**src/rtl/mem_arbiter.sv**
```systemverilog
// mem_arbiter: round-robin arbiter sharing one single-port memory between an
//   instruction-fetch port and a data (load/store) port.
// Latency: request sampled in IDLE at edge N -> mem access in cycle N+1 ->
//   ready pulse in cycle N+2; one access per 3 cycles.
// Backpressure: requesters hold req until their one-cycle ready pulse; requests
//   are only looked at while IDLE, so a waiting port simply keeps req high.
//
// Ports:
//   clk, reset                 clock, asynchronous active-high reset
//   i_req/i_addr               fetch request and byte address
//   i_rdata/i_ready            fetched word and completion pulse
//   d_req/d_we/d_addr/d_wdata  data request, store flag, address, store data
//   d_rdata/d_ready            load data and completion pulse
//   mem_en/mem_we/mem_addr/mem_wdata/mem_rdata  shared memory port
//   busy                       arbiter is not IDLE
module mem_arbiter #(
  parameter int AW = 32,
  parameter int DW = 32
) (
  input  logic          clk,
  input  logic          reset,
  // instruction-fetch port
  input  logic          i_req,
  input  logic [AW-1:0] i_addr,
  output logic [DW-1:0] i_rdata,
  output logic          i_ready,
  // data port
  input  logic          d_req,
  input  logic          d_we,
  input  logic [AW-1:0] d_addr,
  input  logic [DW-1:0] d_wdata,
  output logic [DW-1:0] d_rdata,
  output logic          d_ready,
  // shared memory
  output logic          mem_en,
  output logic          mem_we,
  output logic [AW-1:0] mem_addr,
  output logic [DW-1:0] mem_wdata,
  input  logic [DW-1:0] mem_rdata,
  // status
  output logic          busy
);

  localparam logic [2:0] IDLE  = 3'd0;
  localparam logic [2:0] ACC_I = 3'd1;
  localparam logic [2:0] RSP_I = 3'd2;
  localparam logic [2:0] ACC_D = 3'd3;
  localparam logic [2:0] RSP_D = 3'd4;

  logic [2:0]    state_q, state_d;
  // 1 = data port received the most recent grant
  logic          last_d_q, last_d_d;
  // access captured at grant time; request inputs are ignored afterwards
  logic [AW-1:0] addr_q, addr_d;
  logic          we_q, we_d;
  logic [DW-1:0] wdata_q, wdata_d;
  // last completed read per port
  logic [DW-1:0] i_rdata_q, i_rdata_d;
  logic [DW-1:0] d_rdata_q, d_rdata_d;

  logic          grant_i;
  logic          grant_d;
  logic          in_acc;

  // Fetch wins when alone, or on a tie when data had the previous grant.
  always_comb begin
    grant_i = i_req && (!d_req || last_d_q);
    grant_d = d_req && !grant_i;
  end

  always_comb begin
    state_d   = state_q;
    last_d_d  = last_d_q;
    addr_d    = addr_q;
    we_d      = we_q;
    wdata_d   = wdata_q;
    i_rdata_d = i_rdata_q;
    d_rdata_d = d_rdata_q;
    case (state_q)
      IDLE: begin
        if (grant_i) begin
          state_d  = ACC_I;
          last_d_d = 1'b0;
          addr_d   = i_addr;
          we_d     = 1'b0;
          wdata_d  = '0;
        end else if (grant_d) begin
          state_d  = ACC_D;
          last_d_d = 1'b1;
          addr_d   = d_addr;
          we_d     = d_we;
          wdata_d  = d_wdata;
        end
      end
      ACC_I: state_d = RSP_I;
      ACC_D: state_d = RSP_D;
      RSP_I: begin
        state_d   = IDLE;
        i_rdata_d = mem_rdata;
      end
      RSP_D: begin
        state_d = IDLE;
        // a store completes without disturbing the last load result
        if (!we_q) begin
          d_rdata_d = mem_rdata;
        end
      end
      default: state_d = IDLE;
    endcase
  end

  always_ff @(posedge clk or posedge reset) begin
    if (reset) begin
      state_q   <= IDLE;
      last_d_q  <= 1'b1;
      addr_q    <= '0;
      we_q      <= 1'b0;
      wdata_q   <= '0;
      i_rdata_q <= '0;
      d_rdata_q <= '0;
    end else begin
      state_q   <= state_d;
      last_d_q  <= last_d_d;
      addr_q    <= addr_d;
      we_q      <= we_d;
      wdata_q   <= wdata_d;
      i_rdata_q <= i_rdata_d;
      d_rdata_q <= d_rdata_d;
    end
  end

  // All outputs decode from the state register, so reset forces them to zero
  // immediately without waiting for a clock.
  always_comb begin
    in_acc    = (state_q == ACC_I) || (state_q == ACC_D);
    mem_en    = in_acc;
    mem_we    = (state_q == ACC_D) && we_q;
    mem_addr  = in_acc ? addr_q : '0;
    mem_wdata = mem_we ? wdata_q : '0;
    i_ready   = (state_q == RSP_I);
    d_ready   = (state_q == RSP_D);
    // memory data arrives in the response cycle; pass it straight through so
    // it is valid alongside ready, then hold the registered copy
    i_rdata   = i_ready ? mem_rdata : i_rdata_q;
    d_rdata   = (d_ready && !we_q) ? mem_rdata : d_rdata_q;
    busy      = (state_q != IDLE);
  end

endmodule

```
**config.mk**
```make
export PLATFORM = sky130hd
export DESIGN_NAME = mem_arbiter
export DESIGN_NICKNAME = d
export VERILOG_FILES = /design/src/rtl/mem_arbiter.sv
export SDC_FILE = /design/constraint.sdc
export NUM_CORES = 1
export LEC_CHECK = 0
export ABC_AREA = 1
export CORE_ASPECT_RATIO = 1.2
export CORE_MARGIN = 4
export CORE_UTILIZATION = 42
export CTS_CLUSTER_DIAMETER = 40
export DETAILED_ROUTE_END_ITERATION = 7
export PLACE_DENSITY_LB_ADDON = 0.12
export SYNTH_ARGS = -nofsm -noshare
export SYNTH_HDL_FRONTEND = slang
export SYNTH_SLANG_ARGS = --single-unit
```
**constraint.sdc**
```tcl
create_clock -name clk -period 5.7 [get_ports clk]
set_input_delay 0.855 -clock clk [delete_from_list [all_inputs] [get_ports clk]]
set_output_delay 0.855 -clock clk [all_outputs]
set_load 0.02 [all_outputs]
```
Yosys cells after proc, flatten, opt, wreduce, memory -nomap -nowiden
Cells that the tools add are included.
Word-level totals
  register bits after elaboration: 133
  input port bits: 133
  output and inout bits: 133
  word-level logic and storage cells: 42
Cells by class
  eq/ne operators: 5
  mux-type cells: 15
  bitwise gates (word level): 1
  reductions and logical operators: 14
Operators by type and width (number)
  32-bit two-way mux: 8
  3-bit case mux with 3 select lines: 1
  3-bit by 2-bit equality test with 1-bit output (second input constant): 2
  3-bit two-way mux: 2
  1-bit logical AND: 4
  1-bit two-way mux: 4
  2-bit AND reduction: 2
  3-bit by 1-bit equality test with 1-bit output (second input constant): 1
  3-bit equality test (second input constant): 1
  1-bit logical NOT: 3
  3-bit logical NOT: 1
  3-bit inequality test (second input constant): 1
  3-bit nonzero test: 1
  1-bit logical OR: 2
  2-bit nonzero test: 1
  1-bit inverter: 1

Logic depth before layout (Yosys ltp)
Gate-level depths: netlist of the first run.
  depth in word-level cells: 8
  gate-level depth with buffers: 9
  depth with buffers taken out: 7

Least setup slack after synthesis of the first run
Ideal clock, no wire load.
  path kind: reg2out
  start point: reg state_q[0]
  end point: out d_rdata[0]
  data arrival time: 1.434 ns
  data required time: 4.845 ns
  setup slack: 3.411 ns
  cell stages (with the launch flop): 6
  buffers on the path: 2
  cell sequence: dfrtp_1 > nor2_1 > nand3b_1 > buf_2 > clkbuf_1 > o21ai_0
On the way
  cells in the longest elaborated chain, start to end: 3
RTL lines
  start: declaration: line 50  | logic [2:0] state_q, state_d;
  start signal: assignment: line 122  | state_q <= state_d;
  3-bit equality test: line 141  | d_ready = (state_q == RSP_D);
  1-bit logical AND: line 145  | d_rdata = (d_ready && !we_q) ? mem_rdata : d_rdata_q;
  32-bit two-way mux: line 145
  end: declaration: line 32  | output logic [DW-1:0] d_rdata,
No other way between the ends.

Worst setup path in the final report of the first run
  start point: reg state_q[2]
  end point: out mem_wdata[13]
On the way
  cells in the longest elaborated chain, start to end: 3
RTL lines
  3-bit by 2-bit equality test with 1-bit output: line 137  | mem_we = (state_q == ACC_D) && we_q;
  1-bit logical AND: line 137
  32-bit two-way mux: line 139  | mem_wdata = mem_we ? wdata_q : '0;
  end: declaration: line 38  | output logic [DW-1:0] mem_wdata,
No other way between the ends.

==> flow_metrics.tcl, run 1 <==
set metrics [dict create \
    cts_tree "yes" \
    yosysSeqAreaShare_pct 54.9 \
    vdd.ir_drop.worst_mv 0.304 \
    finClkSkew_ns 0.0121 \
    finalSetupTns_ns 0 \
    start_util_pct 43.3 \
    ant_nets 0 \
    area_growth_pct 54.1 \
    fin_crit_sh_pct 69.4 \
    io-pin-count 266 \
    crit_arrival_ns 3.10 \
    synth.area.top_cells "dfrtp_1, nand2_1, inv_1" \
    viasPerCell 4.69 \
    die_y_microns 140 \
    synth.distinct_cells 17 \
    cp_data_required_time_ns 4.85 \
    setup_violations 0 \
    worst_slack_ns 1.74 \
    yosys.area.top_type "dfrtp_1" \
    cellLeakagePower_uw 0.00462 \
    crit_fanout 35 \
    p_per_area_nw_per_um2 554 \
    place_congestion 0.805 \
    cts-root-buf "clkbuf_16" \
    io_buffers 265 \
    antenna_found_initial 0 \
    drv_slew 0 \
    finalCriticalPeriod_ns 3.96 \
    worst_pin_slew_ns 1.19 \
    cts_hold_buf 0 \
    path_buf_inv 3 \
    outcome "finished, final reports clean" \
    wire_per_inst_microns 14.5 \
    core_sq_um 14000 \
    n_antenna_cell 0 \
    grtUsageTotal_pct 21.2 \
    post_cts_buffers 0 \
    cts_htree_levels 4 \
    path_class "flip-flop to primary output" \
    vias 5721 \
    crit_path_end_kind "primary output" \
    p_total_uw 5180 \
    maxCapViolCount 0 \
    nets 1170 \
    rsz0062_at_grt "false" \
    clk_pin_slew_worst_paths_ns 0.05 \
    syn_area_per_cell_sq_um 7.62 \
    slew-limit-headroom_pct 20.3 \
    die_w_microns 118 \
    post-route-util_pct 66.7 \
    synthCells 795 \
    max_stage_delay_ns 0.68 \
    grt_pass1_vias 5664 \
    slowest_stage "nand2_1" \
    ys_warn_count 0 \
    cts_resized 0 \
    critical-path-top-delay-family "simple AND/OR/NAND/NOR gates" \
    drive_gt1_share_pct 4.48 \
    synth_seq_cells 133 \
    path_cells "inv_1 -> nand2_1 -> buf_4 -> nor2_1 -> nand2_1 -> nor2_1 -> clkdlybuf4s50_1" \
    totalWireLength_mm 17.7 \
    syn-num-nets 928 \
    start_kind "flip-flop" \
    pre_cts_slack_ns 2.01 \
    hold_path_class "flip-flop to flip-flop" \
    grt_pass1_wl_mm 28.4 \
    fin_hold_ws_ns 0.475 \
    clk_path_buf_depth 2 \
    rows 47 \
    cts_made_buffers 17 \
    max_freq_mhz 253 \
    first_pass_iters 5 \
    hold_violations 0 \
    drc 0 \
    dpl.hpwl_mm 12.2 \
    synth_top_area_share_pct 54.5 \
    clock_latency_ns 0.41 \
    cts_sinks 133 \
    netlist_area_sq_um 6060 \
    fp.dieArea_sq_um 16400 \
    first_iter_violations 421 \
    grt_max_degree 111 \
    grt_overflow_total 0 \
]
[synth_stat cells, drive strengths merged]
cell type,number
o21ai,76
nor2,69
nor3,1
inv,104
nand2,297
buf,30
dfrtp,132
clkbuf,19
dfstp,1
nand3,65
nand3b,1
[cell usage in the layout (no fill, tap or decap), drive strengths merged]
cell,n
nand2,297
clkdlybuf4s50,265
dfrtp,132
inv,108
o21ai,76
nor2,69
nand3,65
clkbuf,18
buf,7
clkinvlp,4
clkinv,4
bufinv,2
nand3b,1
nor3,1
dfstp,1
[power by group]
part           switching (uW)  internal (uW)
sequential                171           1390
clock                     424            659
combinational            1490           1040
total                    2080           3090
[routing by layer]
| layer | vias up | GRT usage (%) | wire (microns) |
|---|---|---|---|
| li1 | 2894 | - | - |
| met1 | 2601 | 25.1 | 7350 |
| met2 | 195 | 35.4 | 8550 |
| met3 | 31 | 7.63 | 1360 |
| met4 | 0 | 8.09 | 448 |
| met5 | - | 0 | 0 |
[flip-flops by register name, indices dropped and copies added (netlist names)]
signal,cells
addr_q,32
we_q,1
last_d_q,1
i_rdata_q,32
d_rdata_q,32
wdata_q,32
state_q,3
[cells by family after synthesis]
kind of cell	after synthesis	synth area share, %
and+or+nand+nor	433	28.4
DFF	133	54.9
buffers and inverters	153	10.3
AOI/OAI and AO/OA	76	6.28
[final cells by class]
| class | instances | area, sq um |
|---|---|---|
| Inverter | 104 | 395 |
| Clock buffer | 18 | 439 |
| Clock inverter | 14 | 149 |
| Tap cell | 171 | 214 |
| Sequential cell | 133 | 3330 |
| Fill cell | 1238 | 4650 |
| Multi-Input combinational cell | 509 | 2110 |
| Timing Repair Buffer | 272 | 2710 |
[tightest hold or removal path: cells and delay by family (launching register included)]
family | cells | cell delay [ns]
simple gates | 2 | 0.10
flops | 1 | 0.34
[per-stage QoR]
step           instance area [sq um]  cells
4_1_cts                         9340   1221
3_5_place_dp                    8750   1189
6_report                        9340   1221
5_1_grt                         9340   1221
2_1_floorplan                   6060    795
3_3_place_gp                    8750   1189
[worst paths after layout]
kind,from,end,slack (ns),cells past startpoint
worst max-delay path,state_q[2]$_DFFE_PP0P_,mem_wdata[13],1.74,7
worst min-delay path,wdata_q[23]$_DFFE_PP0P_,wdata_q[23]$_DFFE_PP0P_,0.48,2
worst max register to register,last_d_q$_DFFE_PP1P_,addr_q[3]$_DFFE_PP0P_,2.86,8
worst min register to register,wdata_q[23]$_DFFE_PP0P_,wdata_q[23]$_DFFE_PP0P_,0.48,2
max in group asynchronous,reset,last_d_q$_DFFE_PP1P_,3.66,3
min in group asynchronous,reset,d_rdata_q[22]$_DFFE_PP0P_,1.05,2
Note: power is estimated with default switching activity, not from simulation.
==> run 2: changes to the inputs <==
- clock period: 5.7 -> 3.9 ns (I/O delays scaled with it)
==> run 2 against run 1 <==
Compared with the run above:
- register-to-register slack got worse by 0.79 ns
- die area is the same
- hold slack barely moved
- largest power group unchanged
- critical endpoint is now i_rdata[7]
- critical path depth down 3
- sequential share of layout area down 0.23 points
- wire length fell by 2.4%
==> flow_metrics.tcl, run 2 (synthesized netlist as in run 1, its figures left out) <==
set metrics [dict create \
    viasPerCell 4.63 \
    fp.dieArea_sq_um 16400 \
    grt_pass1_vias 5447 \
    vdd.ir_drop.worst_mv 0.409 \
    path_cells "nor2_2 -> nand2_2 -> o21ai_0 -> clkdlybuf4s50_1" \
    start_kind "flip-flop" \
    first_iter_violations 449 \
    crit_end "i_rdata[7]" \
    max_stage_delay_ns 0.68 \
    min_path_cells 2 \
    p_total_uw 7620 \
    cts_made_buffers 17 \
    path_class "flip-flop to primary output" \
    start_util_pct 43.3 \
    worst_pin_slew_ns 1.14 \
    post_cts_buffers 0 \
    grt_overflow_total 0 \
    cp-startpoint "state_q[2]$_DFFE_PP0P_" \
    cts_htree_levels 4 \
    finalCriticalPeriod_ns 3.32 \
    maxCapViolCount 0 \
    rsz0062_at_grt "false" \
    cts_sinks 133 \
    n_antenna_cell 0 \
    dpl.hpwl_mm 12.1 \
    p_per_area_nw_per_um2 810 \
    cts_resized 0 \
    setup_violations 0 \
    crit_arrival_ns 2.74 \
    r2r_cells 8 \
    die_y_microns 140 \
    finClkSkew_ns 0.00946 \
    crit_cells 4 \
    clk_path_buf_depth 2 \
    hold_violations 0 \
    finalSetupTns_ns 0 \
    wire_per_inst_microns 14.1 \
    finalNonFillerCells 1223 \
    io-pin-count 266 \
    fin_crit_sh_pct 85.2 \
    totalWireLength_mm 17.3 \
    ant_nets 0 \
    r2r_start "last_d_q$_DFFE_PP1P_" \
    fillCellCount 1190 \
    vias 5667 \
    cts_hold_buf 0 \
    antenna_found_initial 0 \
    grtUsageTotal_pct 20.8 \
    clk_pin_slew_worst_paths_ns 0.06 \
    drive_gt1_share_pct 4.66 \
    drv_slew 0 \
    path_buf_inv 1 \
    grt_pass1_wl_mm 27.6 \
    place_congestion 0.776 \
    crit_fanout 65 \
    cellLeakagePower_uw 0.00465 \
    place_inst 1192 \
    clock_latency_ns 0.41 \
    critical-path-top-delay-family "simple AND/OR/NAND/NOR gates" \
    io_buffers 265 \
    max_freq_mhz 301 \
    r2r-end "addr_q[3]$_DFFE_PP0P_" \
    outcome "finished, final reports clean" \
    reg2reg_slack_ns 2.07 \
    final_common_cell "nand2_1" \
    slowest_stage "clkdlybuf4s50_1" \
    hold_path_class "flip-flop to flip-flop" \
    crit_path_end_kind "primary output" \
    first_pass_iters 4 \
    grt_max_degree 134 \
    die_w_microns 118 \
    drc 0 \
    cp_data_required_time_ns 3.31 \
    area_growth_pct 55.1 \
    cts-root-buf "clkbuf_16" \
    cts_tree "yes" \
    core_sq_um 14000 \
    rows 47 \
    most-common-layout-cells "nand2_1, clkdlybuf4s50_1, dfrtp_1" \
    nets 1173 \
    slew-limit-headroom_pct 23.9 \
]
-- run 2: cell types whose count changed in the layout (fill, tap and decap cells not counted) --
cell	previous run	this run
buf_4	7	9
buf_12	0	1
bufinv_16	2	3
clkinv_2	3	2
clkbuf_8	1	3
inv_6	5	2
-- run 2: metrics by stage --
stage | utilization [%] | hold slack (ns) | area, sq um | setup slack, ns
floorplan | - | 0.443 | 6060 | 1.66
global placement | 62.8 | 0.459 | 8790 | 1.07
detailed placement | 62.8 | 0.465 | 8790 | 0.983
CTS | 67.2 | 0.479 | 9400 | 0.529
global route | 67.2 | 0.496 | 9400 | 0.310
finish | 67.2 | 0.476 | 9400 | 0.576
-- run 2: report_power, final --
group          switching (uW)  internal [uW]  total [uW]
Sequential                248           2040        2280
Combinational            2160           1520        3690
Clock                     588           1060        1640
Total                    3000           4620        7620
-- run 2: cell type report --
type,instances,area (sq um),share of cell area [%]
sequential,133,3330,35.4
timing repair buffer,275,2740,29.1
multi-input combinational,509,2110,22.4
clock buffer,20,467,4.96
inverter,104,394,4.19
tap,171,214,2.28
clock inverter,11,149,1.58
-- run 2: worst min-delay path by stage --
stage                                    startpoint                         to
final                     d_rdata_q[16]$_DFFE_PP0P_  d_rdata_q[16]$_DFFE_PP0P_
after global placement    d_rdata_q[31]$_DFFE_PP0P_  d_rdata_q[31]$_DFFE_PP0P_
after detailed placement    wdata_q[10]$_DFFE_PP0P_    wdata_q[10]$_DFFE_PP0P_
after floorplan           d_rdata_q[12]$_DFFE_PP0P_  d_rdata_q[12]$_DFFE_PP0P_
after global routing         wdata_q[6]$_DFFE_PP0P_     wdata_q[6]$_DFFE_PP0P_
after CTS                 d_rdata_q[16]$_DFFE_PP0P_  d_rdata_q[16]$_DFFE_PP0P_
-- run 2: worst min-delay path, stage by stage, from the launching register on --
cell and delay [ns]:
dfrtp_1 0.32, nand2_1 0.06, o21ai_0 0.06
-- run 2: routing by layer --
metal / vias up / global-route usage [%] / wire length [microns]
li1: 2902 / - / -
met1: 2535 / 24.9 / 7330
met2: 200 / 34.5 / 8110
met3: 30 / 7.10 / 1370
met4: 0 / 8.40 / 478
met5: - / 0 / 0
